File: src/rtl/seg_display_arbiter_pkg.sv
// Shared types and helpers for the seven-segment display arbiter.
package seg_arb_pkg;

    typedef enum logic [0:0] {
        IDLE  = 1'b0,
        OWNED = 1'b1
    } seg_arb_state_t;

    localparam logic [7:0] SEG_BLANK_EN = 8'h00;
    localparam int         SEG_MAX_REQ  = 4;

    function automatic logic [31:0] slice32(input logic [32*SEG_MAX_REQ-1:0] vec,
                                            input logic [1:0] idx);
        return vec[32*idx +: 32];
    endfunction

    function automatic logic [7:0] slice8(input logic [8*SEG_MAX_REQ-1:0] vec,
                                          input logic [1:0] idx);
        return vec[8*idx +: 8];
    endfunction

endpackage

File: src/rtl/seg_display_arbiter_rr_pick.sv
// Round-robin picker: first requester after `last`, wrapping; returns `last`
// only when it is the sole requester.
module rr_pick
    import seg_arb_pkg::*;
#(
    parameter int NUM_REQ = 3
) (
    input  logic [NUM_REQ-1:0] req,
    input  logic [1:0]         last,
    output logic [NUM_REQ-1:0] gnt,
    output logic [1:0]         gnt_idx
);

    logic found;
    int   idx;

    always_comb begin
        gnt     = '0;
        gnt_idx = last;
        found   = 1'b0;
        idx     = 0;
        for (int k = 1; k <= NUM_REQ; k++) begin
            idx = (int'(last) + k) % NUM_REQ;
            if (!found && req[idx]) begin
                found        = 1'b1;
                gnt[idx]     = 1'b1;
                gnt_idx      = 2'(idx);
            end
        end
    end

endmodule

File: src/rtl/seg_display_arbiter.sv
// Round-robin owner of the 8-digit seven-segment display with minimum dwell.
// Optional digit blinking is compiled in with `define SEG_ARB_BLINK_EN.
module seg_display_arbiter
    import seg_arb_pkg::*;
#(
    parameter int NUM_REQ     = 3,
    parameter int HOLD_CYCLES = 4096,
    parameter int BLINK_HALF  = 2048
) (
    input  logic                 clk,
    input  logic                 rst_n,
    input  logic [NUM_REQ-1:0]   req,
    input  logic [32*NUM_REQ-1:0] req_digit,
    input  logic [8*NUM_REQ-1:0] req_dot,
    input  logic [8*NUM_REQ-1:0] req_en,
`ifdef SEG_ARB_BLINK_EN
    input  logic [7:0]           blink_mask,
`endif
    output logic [NUM_REQ-1:0]   grant,
    output logic                 owner_valid,
    output logic [31:0]          digit,
    output logic [7:0]           en_dot,
    output logic [7:0]           en_digit
);

    localparam int              HW        = $clog2(HOLD_CYCLES + 1);
    localparam logic [HW-1:0]   HOLD_LOAD = HW'(HOLD_CYCLES - 1);

    seg_arb_state_t            state;
    logic [HW-1:0]             hold_cnt;
    logic [1:0]                last;
    logic [7:0]                en_digit_p0;
    logic [NUM_REQ-1:0]        pick_oh;
    logic [1:0]                pick_idx;
    logic [32*SEG_MAX_REQ-1:0] digit_ext;
    logic [8*SEG_MAX_REQ-1:0]  dot_ext;
    logic [8*SEG_MAX_REQ-1:0]  en_ext;
    logic                      owner_req;
    logic                      others_req;
    logic                      hold_done;
    logic                      do_grant;

    assign digit_ext = (32*SEG_MAX_REQ)'(req_digit);
    assign dot_ext   = (8*SEG_MAX_REQ)'(req_dot);
    assign en_ext    = (8*SEG_MAX_REQ)'(req_en);

    rr_pick #(.NUM_REQ(NUM_REQ)) u_rr_pick (
        .req     (req),
        .last    (last),
        .gnt     (pick_oh),
        .gnt_idx (pick_idx)
    );

    // `last` always names the current owner while OWNED, so it doubles as the data select
    assign owner_req  = |(req & grant);
    assign others_req = |(req & ~grant);
    assign hold_done  = (hold_cnt == '0);
    assign do_grant   = ((state == IDLE) && (|req)) ||
                        ((state == OWNED) && hold_done && others_req);

    always_ff @(posedge clk or negedge rst_n) begin
        if (!rst_n) begin
            state       <= IDLE;
            grant       <= '0;
            last        <= 2'(NUM_REQ - 1);
            hold_cnt    <= '0;
            digit       <= 32'h0;
            en_dot      <= 8'h00;
            en_digit_p0 <= SEG_BLANK_EN;
        end else if (do_grant) begin
            state       <= OWNED;
            grant       <= pick_oh;
            last        <= pick_idx;
            hold_cnt    <= HOLD_LOAD;
            digit       <= slice32(digit_ext, pick_idx);
            en_dot      <= slice8(dot_ext, pick_idx);
            en_digit_p0 <= slice8(en_ext, pick_idx);
        end else if (state == OWNED) begin
            if (!hold_done) begin
                hold_cnt <= hold_cnt - HW'(1);
            end
            if (owner_req) begin
                digit       <= slice32(digit_ext, last);
                en_dot      <= slice8(dot_ext, last);
                en_digit_p0 <= slice8(en_ext, last);
            end else if (hold_done) begin
                state       <= IDLE;
                grant       <= '0;
                en_digit_p0 <= SEG_BLANK_EN;
            end
        end
    end

    assign owner_valid = |grant;

`ifdef SEG_ARB_BLINK_EN
    localparam int            BW         = $clog2(BLINK_HALF + 1);
    localparam logic [BW-1:0] BLINK_LAST = BW'(BLINK_HALF - 1);

    logic [BW-1:0] blink_cnt;
    logic          blink_off;

    always_ff @(posedge clk or negedge rst_n) begin
        if (!rst_n) begin
            blink_cnt <= '0;
            blink_off <= 1'b0;
        end else if (do_grant) begin
            blink_cnt <= '0;
            blink_off <= 1'b0;
        end else if (state == OWNED) begin
            if (blink_cnt == BLINK_LAST) begin
                blink_cnt <= '0;
                blink_off <= ~blink_off;
            end else begin
                blink_cnt <= blink_cnt + BW'(1);
            end
        end
    end

    assign en_digit = blink_off ? (en_digit_p0 & ~blink_mask) : en_digit_p0;
`else
    assign en_digit = en_digit_p0;
`endif

endmodule
File: config.mk
export PLATFORM = sky130hd
export DESIGN_NAME = seg_display_arbiter
export DESIGN_NICKNAME = d
export VERILOG_FILES = /design/src/rtl/seg_display_arbiter_pkg.sv /design/src/rtl/seg_display_arbiter_rr_pick.sv /design/src/rtl/seg_display_arbiter.sv
export SDC_FILE = /design/constraint.sdc
export NUM_CORES = 1
export LEC_CHECK = 0
export BUFFER_PORTS_ARGS = -buffer_cell sky130_fd_sc_hd__buf_4
export CORE_AREA = 5 5 140 102
export CTS_BUF_LIST = sky130_fd_sc_hd__clkbuf_2
export CTS_CLUSTER_SIZE = 40
export DETAILED_ROUTE_END_ITERATION = 7
export DIE_AREA = 0 0 145 107
export MAX_ROUTING_LAYER = met4
export PLACE_DENSITY_LB_ADDON = 0.2
export SETUP_SLACK_MARGIN = 0.02
export SLEW_MARGIN = 40
export SYNTH_ARGS = -nofsm -noshare
export SYNTH_HDL_FRONTEND = slang
export SYNTH_SLANG_ARGS = --single-unit
File: constraint.sdc
create_clock -name clk -period 3 [get_ports clk]
set_clock_uncertainty 0.2 [all_clocks]
set_input_delay 0.45 -clock clk [delete_from_list [all_inputs] [get_ports clk]]
set_output_delay 0.45 -clock clk [all_outputs]
set_load 0.01 [all_outputs]
# == Word-level counts from Yosys, hierarchy flattened ==
# Index checks and enable logic that the tools add are counted.
# op_classes
add_sub_neg,4
div_mod_pow,3
order_cmp,6
eq_ne,2
shift,6
mux,44
n_bitwise,6
n_reduce_logical,24
# op_table
cell,count
128-bit by 8-bit indexed part select with 32-bit output,2
32-bit by 6-bit indexed part select with 8-bit output,4
"32-bit by 1-bit >= comparator with 1-bit output, second input constant",3
"32-bit by 4-bit less-than comparator with 1-bit output, second input constant",3
"32-bit by 3-bit modulo with 32-bit output, second input constant",3
32-bit two-way mux,3
8-bit two-way mux,7
13-bit two-way mux,3
3-bit two-way mux,7
1-bit two-way mux,15
13-bit zero test,1
"13-bit by 1-bit subtractor with 13-bit output, second input constant",1
3-bit OR reduction,4
1-bit logical AND,8
"2-bit by 2-bit adder with 3-bit output, second input constant",2
3-bit bitwise AND,2
1-bit binary-select mux with 2-bit select,3
1-bit demux with 2-bit select,3
2-bit two-way mux,3
3-bit bitwise OR,2
2-bit AND reduction,3
2-bit nonzero test,3
"2-bit by 1-bit inequality test with 1-bit output, second input constant",2
"2-bit by 1-bit adder with 3-bit output, second input constant",1
other kinds (6),7
# totals
regBits,67
input_bits,149
output_inout_bits,52
wordCells,102

# == Depth between registers and ports, before layout ==
# logic_depth
depth_word,14
ltp_mapped,12

# == Hierarchy ==
# Synthesis repeated with hierarchy kept, for this count alone.
# hier_totals
cells_unflattened,414
area_unflattened_um2,4156.5
# modules_own_cells
mod,n_inst,cells_each,area_each_um2,seq_area_each_um2
seg_display_arbiter,1,375,3844.9,1677.9
rr_pick,1,39,311.5,0.0

# == Least setup slack after synthesis ==
# OpenSTA, ideal clock, no wires.
# synth_timing
path_type,reg2reg
start,register last[0]
end,register digit[11]
setup_time_ns,0.126
arrival_ns,2.788
required_ns,2.674
setup_slack_ns,-0.114
path_stages_with_launch,12
n_path_buf,3
cell_sequence,dfrtp_1 inv_1 ha_1 and3b_1 o21bai_4 or4_1 and3_1 buf_6 and3_4 buf_6 buf_6 a221o_1
# synth_between
elab_chain_cells,14
elab_cells_between_ends,29
cone_classes,add/sub (3); div (3); shift (2); mux (17); reduce/logical (4)
# synth_rtl
item,line,rtl
from (decl),seg_display_arbiter.sv:31,logic [1:0] last;
from (signal assigned),seg_display_arbiter.sv:65,last <= 2'(NUM_REQ - 1);
from (signal assigned),seg_display_arbiter.sv:73,last <= pick_idx;
2-bit by 1-bit adder with 3-bit output,seg_display_arbiter_rr_pick.sv:23,idx = (int'(last) + k) % NUM_REQ;
32-bit by 3-bit modulo with 32-bit output,seg_display_arbiter_rr_pick.sv:23,
1-bit binary-select mux with 2-bit select,seg_display_arbiter_rr_pick.sv:24,if (!found && req[idx]) begin
1-bit two-way mux (implied by the code) (2 in series),seg_display_arbiter_rr_pick.sv:24,
1-bit two-way mux,seg_display_arbiter_rr_pick.sv:24,
1-bit zero test,seg_display_arbiter_rr_pick.sv:24,
1-bit logical AND,seg_display_arbiter_rr_pick.sv:24,
1-bit two-way mux,seg_display_arbiter_rr_pick.sv:24,
1-bit zero test,seg_display_arbiter_rr_pick.sv:24,
1-bit logical AND,seg_display_arbiter_rr_pick.sv:24,
2-bit two-way mux,seg_display_arbiter_rr_pick.sv:24,
128-bit by 8-bit indexed part select with 32-bit output,seg_display_arbiter_pkg.sv:14,return vec[32*idx +: 32];
32-bit two-way mux *,seg_display_arbiter.sv:70,end else if (do_grant) begin
to (signal assigned),seg_display_arbiter.sv:75,"digit <= slice32(digit_ext, pick_idx);"
to (signal assigned),seg_display_arbiter.sv:83,"digit <= slice32(digit_ext, last);"
to (decl),seg_display_arbiter.sv:21,"output logic [31:0] digit,"
# Every way passes the cells marked *; elsewhere a longest branch is shown, timed or not. The select of a mux whose other input is x is not followed.
# A chain may end at the register's enable or synchronous reset.

# == Worst setup path after layout ==
# layout_timing
start,register last[1]
end,register digit[12]
# The elaborated chain is that of the path after synthesis.

==> impl_table.tex <==
\begin{tabular}{lr}
\hline
Metric & Value \\
\hline
\multicolumn{2}{l}{\textbf{Status}} \\
Result of the run & complete, no violations \\
\multicolumn{2}{l}{\textbf{Global route}} \\
Via count of the first global-routing pass & 6759 \\
Overall track demand over capacity in global routing & 29.96\% \\
Gr ovfl total & 0 \\
Pin count of the biggest net entering global routing & 95 \\
Initial antenna violation count & 1 \\
Global-route wire length before repair & 37.20 mm \\
\multicolumn{2}{l}{\textbf{Clock network}} \\
Clk slew on worst S/H paths & 0.23 ns \\
Buffer depth of the longest clock path & 2 \\
Buffer cell driving the clock tree root & sky130\_fd\_sc\_hd\_\_clkbuf\_2 \\
Total clock buffers created by CTS & 9 \\
Number of clock sinks seen by CTS & 67 \\
H-tree lvl count & 3 \\
TritonCTS clock tree & done \\
Insertion delay to the later sink of the worst-skew pair & 0.56 ns \\
\multicolumn{2}{l}{\textbf{Yosys}} \\
Post-synthesis register bit count & 67 \\
Gate count of the mapped netlist & 794 \\
Sequential cell area fraction in the yosys report & 28.01\% \\
Top cells by count, synth & 130 x sky130\_fd\_sc\_hd\_\_nand2\_1, 77 x sky130\_fd\_sc\_hd\_\_o21ai\_0, 66 x sky130\_fd\_sc\_hd\_\_dfrtp\_1, 58 x sky130\_fd\_sc\_hd\_\_clkbuf\_1, 50 x sky130\_fd\_sc\_hd\_\_nand3\_1 \\
Mean Syn Cell Area & 7.543 um2 \\
Cell with the most instances after synthesis & sky130\_fd\_sc\_hd\_\_nand2\_1 \\
Cell area after synthesis & 5989 um2 \\
Prevailing post-synth register cell & sky130\_fd\_sc\_hd\_\_dfrtp\_1 \\
Post-synth ARST share & 100.0\% \\
Syn. warnings & 0 \\
Nets in the synthesized netlist & 948 \\
Yosys top cell area share & 27.57\% \\
Post-synth EDFFs & 0 \\
Most area-consuming cells after synthesis & sky130\_fd\_sc\_hd\_\_dfrtp\_1 28\%, sky130\_fd\_sc\_hd\_\_nand2\_1 8.1\%, sky130\_fd\_sc\_hd\_\_a221o\_1 6.9\%, sky130\_fd\_sc\_hd\_\_o21ai\_0 6.4\%, sky130\_fd\_sc\_hd\_\_o2111ai\_1 5.8\% \\
Synth area leader & sky130\_fd\_sc\_hd\_\_dfrtp\_1 \\
Unique cell type count in the Yosys netlist & 57 \\
\multicolumn{2}{l}{\textbf{STA}} \\
Final count of pins violating max slew & 0 \\
Timing-limited maximum frequency & 335.9 MHz \\
Setup TNS & 0 ns \\
Minimum clock period & 2.977 ns \\
Slew at the pin closest to its max-slew limit & 0.9163 ns \\
Part of the cycle the worst path needs & 99.23\% \\
Relative slew slack & 38.50\% \\
Hold Violations, Final & 0 \\
Hold slack final & 0.1087 ns \\
Final Setup Violations & 0 \\
RSZ-0062 raised after global routing & yes \\
\multicolumn{2}{l}{\textbf{Floorplanning}} \\
Floorplan die width & 145 um \\
Floorplan die area & 15520 um2 \\
DIE HEIGHT & 107 um \\
Placement row count & 35 \\
Floorplan Core Area & 12830 um2 \\
Initial core utilization & 46.68\% \\
I/O pin count & 201 \\
\multicolumn{2}{l}{\textbf{Routing}} \\
Iteration count of the initial detailed-routing pass & 8 \\
DR iter-0 viols & 987 \\
Antenna violation net count after detailed routing & 0 \\
Detailed-route wire length per cell & 20.78 um \\
Vias per inst & 6.262 \\
Final routed wirelength across all metal layers & 24.85 mm \\
Via Count & 7489 \\
DRC violation count after routing & 0 \\
\multicolumn{2}{l}{\textbf{Placement}} \\
Post-DP HPWL & 15.53 mm \\
Final estimated routing congestion in global placement & 0.9129 \\
IO buf count & 200 \\
\multicolumn{2}{l}{\textbf{Job}} \\
Max-capacitance violation count & 0 \\
\multicolumn{2}{l}{\textbf{Final layout}} \\
Number of filler instances in the final layout & 1111 \\
Number of nets in the layout & 1178 \\
Layout overhead on the synthesized area & 43.01\% \\
Share of cells above drive strength 1 & 28.47\% \\
\multicolumn{2}{l}{\textbf{Power}} \\
Worst vdd rail ir drop & 0.0005033 V \\
Leak pwr & 3.535 nW \\
Power per cell area & 916.6 nW/um2 \\
\multicolumn{2}{l}{\textbf{Worst setup path}} \\
Crit-path max FO & 8 \\
Largest stage delay on the critical path & 0.63 ns \\
Crit path cell chain & buf\_4 > ha\_4 > and3b\_2 > o21bai\_4 > or2\_1 > a211o\_2 > and3\_4 > a221o\_1 \\
Critical Path Slowest Stage Cell & sky130\_fd\_sc\_hd\_\_dfstp\_2 \\
Kind of end point of the critical path & flop \\
Crit path DAT & 3.22 ns \\
Critical setup path kind & flop to flop \\
Startpoint types & flop \\
Data required time at the worst endpoint & 3.24 ns \\
\multicolumn{2}{l}{\textbf{Worst hold path}} \\
Class of the tightest hold or removal check & primary input to flop \\
\hline
\end{tabular}
[final timing paths]
| path | startpoint | slack (ns) | cells past startpoint | end |
|---|---|---|---|---|
| worst min register to register | hold_cnt[12] | 0.34 | 1 | hold_cnt[12] |
| worst max-delay path | last[1] | 0.02 | 8 | digit[12] |
| max in group asynchronous | rst_n | 1.85 | 2 | digit[15] |
| worst min-delay path | req_digit[1] | 0.11 | 4 | digit[1] |
| min in group asynchronous | rst_n | 0.23 | 2 | en_digit[3] |
| worst max register to register | last[1] | 0.02 | 8 | digit[12] |
[metal layers]
metal	wire length (um)	track usage (%)
met5	0	-
met4	766	9.140
met2	10590	41.09
met1	10870	42.61
met3	2624	8.407
[kinds of logic (layout without fill, tap and decap cells)]
kind of cell               count (synthesis)  in the layout  synth area share (%)
other                                      0              1                     0
muxes                                     20             20                 3.342
adders and majority gates                  5              5                 1.044
AOI/OAI and AO/OA                        280            280                 32.53
and+or+nand+nor                          321            327                 26.82
xor gates and xnor gates                  10             10                 1.462
buffers and inverters                     91            320                 6.789
DFF                                       67             67                 28.01
[cells in the final DEF (no fill, tap or decap), types with 3 or more instances in the layout]
cell,instances
sky130_fd_sc_hd__o2111ai_1,40
sky130_fd_sc_hd__a31oi_1,11
sky130_fd_sc_hd__and2_1,40
sky130_fd_sc_hd__nor2b_1,48
sky130_fd_sc_hd__a221o_1,41
sky130_fd_sc_hd__ha_4,3
sky130_fd_sc_hd__xnor2_1,7
sky130_fd_sc_hd__buf_4,236
sky130_fd_sc_hd__mux2i_1,20
sky130_fd_sc_hd__nor3_1,3
sky130_fd_sc_hd__o21ai_1,3
sky130_fd_sc_hd__a21oi_1,46
sky130_fd_sc_hd__buf_12,6
sky130_fd_sc_hd__xor2_1,3
sky130_fd_sc_hd__nand4_1,9
sky130_fd_sc_hd__clkinv_2,3
sky130_fd_sc_hd__and3_4,8
sky130_fd_sc_hd__nand3_1,50
sky130_fd_sc_hd__o21ai_0,77
sky130_fd_sc_hd__dlygate4sd3_1,49
sky130_fd_sc_hd__clkbuf_2,11
sky130_fd_sc_hd__dfrtp_1,65
sky130_fd_sc_hd__nor4_1,3
sky130_fd_sc_hd__buf_6,3
sky130_fd_sc_hd__nor2_1,17
sky130_fd_sc_hd__o211ai_1,41
sky130_fd_sc_hd__inv_1,6
sky130_fd_sc_hd__nand2_1,130
[stage by stage]
stage	power, mW	setup slack (ns)	util, %	cell area, um2	std cells
after floorplan	4.739	-0.01810	-	6007	794
after global placement	6.730	0.03771	60.39	7749	1117
after detailed placement	6.831	-0.009396	60.63	7780	1118
after CTS	7.471	0.01284	65.41	8393	1184
after global routing	8.351	-0.008220	66.76	8566	1196
final	7.851	0.02313	66.76	8566	1196
[layout make-up]
| type | instances | area, um2 | share of cell area, % |
|---|---|---|---|
| multi-input combinational | 642 | 4069 | 47.50 |
| clock inverter | 5 | 53.80 | 0.6281 |
| clock buffer | 11 | 55.05 | 0.6427 |
| inverter | 8 | 30.03 | 0.3506 |
| antenna | 1 | 2.502 | 0.02921 |
| timing repair buffer | 296 | 2469 | 28.82 |
| tap | 166 | 207.7 | 2.425 |
| sequential | 67 | 1679 | 19.60 |
[report_power, final]
part / switching (mW) / internal (mW) / total (mW)
Combinational: 3.33 / 2.39 / 5.72
Clock: 0.365 / 0.197 / 0.562
Sequential: 0.296 / 1.28 / 1.57
[what timing repair did]
action                                 4_1_cts  5_1_grt
hold buffers                                49        0
setup buffers                                0        5
pin swaps                                    0        5
gates resized for setup                      2       16
setup endpoints to repair                   39       41
endpoints found under the hold margin      114        0
cloned                                       1        6
[registers in the layout, indices dropped and copies added, names as in the netlist]
name      cells
hold_cnt     13
state         1
en_digit      8
en_dot        8
last          2
grant         3
digit        32
[worst max-delay path, delay by kind of cell (launching register included)]
kind	cells	cell delay, ns
flops	1	0.63
simple gates	3	0.73
compound gates	3	1.03
fa+ha+maj	1	0.13
buf+inv	1	0.15
(Power assumes the default switching activity.)
